$ cat src/rtl/serial_subtractor_nbits.sv
// Multi-cycle subtractor: op1 - op2 - b_in, chunk_bits per clock, LSB first, valid/ready on both sides.
// Optional macro SUB_SIGNED_OVF_EN adds a registered two's-complement overflow flag (ovf).
module serial_subtractor_nbits #(
  parameter int n_bits     = 8,
  parameter int chunk_bits = 2
) (
  input  logic              clk,
  input  logic              rst_n,
  input  logic              in_valid,
  output logic              in_ready,
  input  logic [n_bits:1]   op1,
  input  logic [n_bits:1]   op2,
  input  logic              b_in,
  output logic              out_valid,
  input  logic              out_ready,
  output logic [n_bits:1]   d,
`ifdef SUB_SIGNED_OVF_EN
  output logic              ovf,
`endif
  output logic              b_out
);

  localparam int n_chunks = n_bits / chunk_bits;
  localparam int cnt_w    = (n_chunks > 1) ? $clog2(n_chunks) : 1;

  generate
    if (n_bits < 2 || chunk_bits < 1 || (n_bits % chunk_bits) != 0) begin : g_bad_cfg
      $error("serial_subtractor_nbits: n_bits must be >= 2 and divisible by chunk_bits");
    end
  endgenerate

  typedef enum logic [1:0] {IDLE, RUN, DONE} state_t;

  state_t                 state, state_next;
  logic [n_bits:1]        a_reg, b_reg;
  logic                   borrow;
  logic [cnt_w-1:0]       cnt;
  logic                   last;
  logic [chunk_bits-1:0]  a_k, b_k, diff_k;
  logic                   borrow_next;
  int                     base;

  // Returns {borrow_out, difference} of a - b - bin over one chunk.
  function automatic logic [chunk_bits:0] sub_chunk(input logic [chunk_bits-1:0] a,
                                                    input logic [chunk_bits-1:0] b,
                                                    input logic bin);
    sub_chunk = {1'b0, a} - {1'b0, b} - {{chunk_bits{1'b0}}, bin};
  endfunction

  always_comb begin
    base = int'(cnt) * chunk_bits + 1;
    a_k  = a_reg[base +: chunk_bits];
    b_k  = b_reg[base +: chunk_bits];
    {borrow_next, diff_k} = sub_chunk(a_k, b_k, borrow);
    last = (cnt == cnt_w'(n_chunks - 1));
  end

  always_comb begin
    state_next = state;
    unique case (state)
      IDLE:    if (in_valid)  state_next = RUN;
      RUN:     if (last)      state_next = DONE;
      DONE:    if (out_ready) state_next = IDLE;
      default:                state_next = IDLE;
    endcase
  end

  assign in_ready  = (state == IDLE);
  assign out_valid = (state == DONE);

  always_ff @(posedge clk or negedge rst_n) begin
    if (!rst_n) state <= IDLE;
    else        state <= state_next;
  end

  // Datapath: capture on accept, one chunk per RUN edge, hold through DONE.
  always_ff @(posedge clk or negedge rst_n) begin
    if (!rst_n) begin
      a_reg  <= '0;
      b_reg  <= '0;
      borrow <= 1'b0;
      cnt    <= '0;
      d      <= '0;
      b_out  <= 1'b0;
`ifdef SUB_SIGNED_OVF_EN
      ovf    <= 1'b0;
`endif
    end else begin
      unique case (state)
        IDLE: begin
          if (in_valid) begin
            a_reg  <= op1;
            b_reg  <= op2;
            borrow <= b_in;
            cnt    <= '0;
          end
        end
        RUN: begin
          d[base +: chunk_bits] <= diff_k;
          borrow                <= borrow_next;
          cnt                   <= cnt + cnt_w'(1);
          if (last) begin
            b_out <= borrow_next;
`ifdef SUB_SIGNED_OVF_EN
            // The last chunk holds the sign bit of the final difference.
            ovf   <= (a_reg[n_bits] != b_reg[n_bits]) &&
                     (diff_k[chunk_bits-1] != a_reg[n_bits]);
`endif
          end
        end
        default: ;
      endcase
    end
  end

endmodule

$ cat config.mk
export PLATFORM = sky130hd
export DESIGN_NAME = serial_subtractor_nbits
export DESIGN_NICKNAME = d
export VERILOG_FILES = /design/src/rtl/serial_subtractor_nbits.sv
export SDC_FILE = /design/constraint.sdc
export NUM_CORES = 1
export LEC_CHECK = 0
export BUFFER_PORTS_ARGS = -buffer_cell sky130_fd_sc_hd__buf_2
export CAP_MARGIN = 20
export CORE_MARGIN = 1.5
export CORE_UTILIZATION = 43
export DETAILED_ROUTE_END_ITERATION = 10
export PLACE_DENSITY = 0.68
export SYNTH_ARGS = -nofsm -noshare
export SYNTH_HDL_FRONTEND = slang
export SYNTH_SLANG_ARGS = --single-unit
$ cat constraint.sdc
create_clock -name clk -period 2.7 [get_ports clk]
set_input_delay 0.405 -clock clk [delete_from_list [all_inputs] [get_ports clk]]
set_output_delay 0.405 -clock clk [all_outputs]
set_load 0.1 [all_outputs]
==> summary.md, run 1 <==
| Metric | Value |
|---|---|
| EDFF count, synth | 0 |
| Multi-input gate area | 644.4 um^2 |
| Outcome | finished, final reports clean |
| Hold-fix buffers at CTS | 0 |
| Endpoints failing setup | 0 |
| Critical path fanouts, max | 11 |
| Largest area contributor in the netlist | dfrtp_1 |
| # fillers | 310 |
| Root Driver | clkbuf_4 |
| Final Cycle Share | 88.80% |
| Setup crit end kind | flop |
| Wirelength per Cell | 13.68 um |
| Max transition margin | 55.59% |
| Clock Skew | 11.03 ps |
| Worst-case clock buffer depth | 2 |
| Num Clock Sinks | 30 |
| Routed vias | 937 |
| # port buffers | 31 |
| Worst-path cell chain | mux4_2 > fa_1 > fa_1 > nor3_1 > mux2_2 |
| CTS Buf Count | 5 |
| Largest net degree at the start of global routing | 31 |
| I/O pin cnt | 32 |
| Seq/Total Area, Yosys | 51.02% |
| Synth Instances | 107 |
| Slowest cell on the critical path | fa_1 |
| Via density per instance | 4.958 |
| Die span in y | 61.50 um |
| YS warnings | 0 |
| M1 GR Usage | 18.63% |
| Worst skew pair latency | 330 ps |
| Tot GR Track Use | 15.66% |
| Most common cell in the netlist | dfrtp_1 |
| Yosys top cell area share | 51.02% |
| Startpoint types | flop |
| Area Overhead vs Synth | 16.16% |
| Die X | 61.50 um |
| Synth cell types | 24 |
| Crit path arrival time | 2620 ps |
| Crit path time final | 2398 ps |
| Simple-gate share of the synthesized area | 9.014% |
| Met3 Resource Use GR | 6.933% |
| Routed Antenna Nets | 0 |
| Worst-path clk slew | 100 ps |
| Vias in the first global route | 929 |
| GRT met2 Usage | 25.71% |
| # DRC | 0 |
| First-pass GRT wire length | 4146 um |
| WP data required | 2930 ps |
| Post-Syn Area | 1471 um^2 |
| GRT overflow | 0 |
| Max-cap violations | 0 |
| Post-CTS Resized | 0 |
| Post-Synth XOR/XNOR Area | 0% |
| Hold Path Class | input port to async pin |
| Buffers & Inverters on Critical Path | 0 |
| Ys async rst share | 100.0% |
| Final Net Count | 169 |
| Ant. Diodes | 0 |
| Largest cells by area after synthesis | dfrtp_1 (51%), mux2_2 (8.4%), mux2_4 (8.2%) |
| Antenna violations before repair | 0 |
| Adder-cell share of the synthesized area | 6.122% |
| GRT Max-Usage Layer | met2 |
| Slew Limit Fails | 0 |
| H-tree levels | 2 |
| R2R setup slack | 300 ps |
| DIE AREA | 3782 um^2 |
| Ys flop type | dfrtp_1 |
| Max Fclk | 417.1 MHz |
| Drt total wl | 2586 um |
| RSZ-0062 raised after global routing | false |
| Critical path class | flop to flop |
| Family with the most delay on the worst path | adder cells |
| Share of layout cells above drive strength 1 | 46.85% |
| CTS tree | done |
| Largest family of logic cells by synthesized area | multiplexers |
| Rows | 21 |
| Storage cell area | 750.7 um^2 |
| Post-CTS Setup Inserts | 0 |
| Initial drt markers | 17 |
| Portion of netlist area occupied by mux cells | 22.70% |
| Commonest cells post-synth | dfrtp_1 (30), nand2_1 (12), mux2_2 (11) |
| Worst Tran Pin Value | 666.2 ps |
| Setup TNS | 0 ps |
| Hpwl dp | 1950 um |
| Syn Area/Cell | 13.75 um^2 |
| GP Congestion | 0.7999 |
| Post-synthesis compound-gate area fraction | 5.952% |
| Most frequent CP cell | fa_1 |
| Final Hold Fails | 0 |
| Core ar. | 3311 um^2 |
| Total nets after synthesis | 134 |
| 1st-pass router iterations | 4 |
| CP max stage delay | 590 ps |
| Synthesized flop and latch total | 30 |
| Starting Density | 44.44% |
-- placed cells by master (no fill, tap or decap) --
| master | count |
|---|---|
| a21oi_1 | 1 |
| nor3b_2 | 1 |
| dfrtp_1 | 30 |
| mux2_4 | 8 |
| clkbuf_1 | 1 |
| nand2b_1 | 1 |
| or2b_1 | 1 |
| mux2_2 | 11 |
| buf_2 | 31 |
| nand3b_1 | 3 |
| buf_4 | 3 |
| o31ai_1 | 7 |
| nor2b_2 | 1 |
| ha_1 | 4 |
| clkbuf_8 | 1 |
| a22oi_1 | 1 |
| inv_1 | 5 |
| fa_1 | 2 |
| nor3_1 | 2 |
| o21ai_0 | 3 |
| nor2_1 | 2 |
| and4bb_2 | 1 |
| clkbuf_4 | 5 |
| o21bai_1 | 1 |
| nand2_1 | 12 |
| mux4_2 | 4 |
| clkinv_2 | 1 |
-- path summary, 6_finish.rpt --
| path | from | endpoint | cells past startpoint |
|---|---|---|---|
| max reg2reg | cnt[1] | d[2] | 5 |
| max in group asynchronous | rst_n | b_reg[7] | 1 |
| min in group clk | out_ready | state[1] | 2 |
| max | cnt[1] | d[2] | 5 |
| min | rst_n | d[6] | 1 |
| min reg2reg | d[3] | d[3] | 2 |
-- layout make-up --
cell class | instances | area share (%)
sequential | 30 | 43.92
multi-input combinational | 66 | 37.70
timing repair buffer | 34 | 10.40
tap | 46 | 3.367
clock buffer | 7 | 3.221
inverter | 5 | 1.098
clock inverter | 1 | 0.2928
-- per-layer routing --
| metal | vias to the layer above | part of all wire (%) | wire [um] |
|---|---|---|---|
| met1 | 459 | 42 | 1088 |
| met4 | 0 | 0.54 | 14 |
| met3 | 3 | 5.3 | 136 |
| met5 | - | 0 | 0 |
| li1 | 448 | - | - |
| met2 | 27 | 52 | 1345 |
-- through the flow --
stage,hold WS [ps],utilization [%],instance area [um^2],cells,setup WS (ps)
final,99.31,51.63,1709,189,302.5
after global routing,113.6,51.63,1709,189,205.6
after CTS,106.9,51.63,1709,189,297.8
after detailed placement,465.2,49.81,1649,181,303.6
after global placement,462.5,49.81,1649,181,352.4
after floorplan,109.4,-,1471,107,161.7
-- cell families (layout without fill, tap and decap cells) --
| family | count (synthesis) | in the layout |
|---|---|---|
| multiplexers | 23 | 23 |
| buffers and inverters | 11 | 47 |
| flip-flops | 30 | 30 |
| AND/OR/NAND/NOR | 24 | 24 |
| adder cells (fa/ha/maj) | 6 | 6 |
| AO/OA/AOI/OAI | 13 | 13 |
Power of run 1 is not shown: default switching activity piles up to over one toggle a cycle in this logic, so the estimate is an artifact.
==> run 2, diff against run 1 <==
--- a/config.mk
+++ b/config.mk
@@ -10,7 +10,7 @@
 export CORE_MARGIN = 1.5
 export CORE_UTILIZATION = 43
 export DETAILED_ROUTE_END_ITERATION = 10
-export PLACE_DENSITY = 0.68
+export PLACE_DENSITY = 0.74
 export SYNTH_ARGS = -nofsm -noshare
 export SYNTH_HDL_FRONTEND = slang
 export SYNTH_SLANG_ARGS = --single-unit
==> run 2 against run 1 <==
- worst hold slack worse by 14 ps
- fmax about the same
- global-route usage rose by 0.66 points
- sequential cell count did not move
- non-clock buffer count is 1 lower
- wire length about the same
- final area down 0.44%
- utilization is 0.23 points lower
- first-iteration DRC count up 12%
- via count shrank 2.2%
- largest cell class unchanged
==> summary.md, run 2 (synthesis gave the netlist of run 1 again) <==
| Metric | Value |
|---|---|
| GRT overflow | 0 (unchanged) |
| Hold-fix buffers at CTS | 0 (unchanged) |
| Commonest non-fill, non-tap cells in the layout | buf_2 (31), dfrtp_1 (30), nand2_1 (12) |
| Area Overhead vs Synth | 15.65% |
| Final Hold Fails | 0 (unchanged) |
| Final Cycle Share | 88.74% (about the same) |
| Clock Skew | 6.930 ps (-4.103 ps) |
| Max Fclk | 417.4 MHz (about the same) |
| Wirelength per Cell | 13.76 um (+0.57%) |
| Critical path class | flop to flop |
| Final Net Count | 168 (-0.59%) |
| CTS tree | done |
| Worst skew pair latency | 340 ps (about the same) |
| Worst-path cell chain | mux4_2 > fa_1 > fa_1 > nor3_1 > mux2_2 |
| Slowest cell on the critical path | fa_1 |
| GP Congestion | 0.7714 (-3.6%) |
| Core ar. | 3311 um^2 (unchanged) |
| # port buffers | 31 (unchanged) |
| Worst-case clock buffer depth | 2 (unchanged) |
| Vias in the first global route | 928 (-0.11%) |
| Hpwl dp | 1969 um (+0.95%) |
| Setup crit end kind | flop |
| Ant. Diodes | 0 (unchanged) |
| CP max stage delay | 580 ps (about the same) |
| Num Clock Sinks | 30 (unchanged) |
| First-pass GRT wire length | 4305 um (+3.8%) |
| WP data required | 2920 ps (about the same) |
| Drt total wl | 2587 um (about the same) |
| H-tree levels | 2 (unchanged) |
| Share of layout cells above drive strength 1 | 46.48% (-0.37 points) |
| Worst-path clk slew | 100 ps (about the same) |
| Crit path arrival time | 2620 ps (about the same) |
| Family with the most delay on the worst path | adder cells |
| Initial drt markers | 19 (+2) |
| Startpoint types | flop |
| Die X | 61.50 um (unchanged) |
| Max transition margin | 55.98% (+0.39 points) |
| Starting Density | 44.44% (unchanged) |
| DIE AREA | 3782 um^2 (unchanged) |
| Antenna violations before repair | 0 (unchanged) |
| Setup TNS | 0 ps (unchanged) |
| Via density per instance | 4.872 (-1.7%) |
| Commonest non-fill, non-tap cell in the layout | buf_2 |
| Slew Limit Fails | 0 (unchanged) |
| Root Driver | clkbuf_4 |
| # DRC | 0 (unchanged) |
| I/O pin cnt | 32 (unchanged) |
| Tot GR Track Use | 16.32% (+0.66 points) |
| Largest net degree at the start of global routing | 31 (unchanged) |
| Hold Path Class | input port to async pin |
| Critical path fanouts, max | 11 (unchanged) |
| 1st-pass router iterations | 4 (unchanged) |
| Crit path time final | 2396 ps (-1.623 ps) |
| Routed vias | 916 (-2.2%) |
| Post-CTS Resized | 0 (unchanged) |
| Rows | 21 (unchanged) |
| RSZ-0062 raised after global routing | false |
| Buffers & Inverters on Critical Path | 0 (unchanged) |
| Outcome | finished, final reports clean |
| Post-CTS Setup Inserts | 0 (unchanged) |
| Routed Antenna Nets | 0 (unchanged) |
| Worst Tran Pin Value | 660.3 ps (-5.884 ps) |
| Die span in y | 61.50 um (unchanged) |
| Max-cap violations | 0 (unchanged) |
| Most frequent CP cell | fa_1 |
| CTS Buf Count | 5 (unchanged) |
| Endpoints failing setup | 0 (unchanged) |
==> run 2: final timing paths <==
| path | start | endpoint | slack (ps) | cells after the start |
|---|---|---|---|---|
| max in group asynchronous | rst_n | borrow | 2180 | 1 |
| setup / recovery | cnt[1] | d[2] | 300 | 5 |
| setup reg to reg | cnt[1] | d[2] | 300 | 5 |
| hold / removal | rst_n | a_reg[2] | 80 | 1 |
| hold reg to reg | d[7] | d[7] | 480 | 2 |
| min in group clk | out_ready | state[1] | 250 | 2 |
==> run 2: stage by stage <==
stage	utilization (%)	cell area [um^2]	worst slack [ps]	hold slack, ps	instances
2_1_floorplan	-	1471	161.7	109.4	107
3_3_place_gp	49.58	1642	354.4	462.3	180
3_5_place_dp	49.58	1642	311.6	465.7	180
4_1_cts	51.40	1702	295.4	112.7	188
5_1_grt	51.40	1702	167.1	130.4	188
6_report	51.40	1702	304.1	84.85	188
==> run 2: cell type report <==
cell class	count	area (um^2)
Tap cell	46	57.56
Sequential cell	30	750.7
Fill cell	322	1609
Multi-Input combinational cell	66	644.4
Inverter	5	18.77
Timing Repair Buffer	33	170.2
Clock buffer	7	55.05
Clock inverter	1	5.005
==> run 2: per-layer routing <==
| metal | GRT usage (%) | up-vias | wire length [um] |
|---|---|---|---|
| met2 | 25.56 | 31 | 1211 |
| met1 | 20.81 | 434 | 1166 |
| met4 | 8.207 | 0 | 48 |
| li1 | - | 445 | - |
| met3 | 4.412 | 6 | 161 |
| met5 | 0 | - | 0 |
Power of run 2 is left out for the same reason.
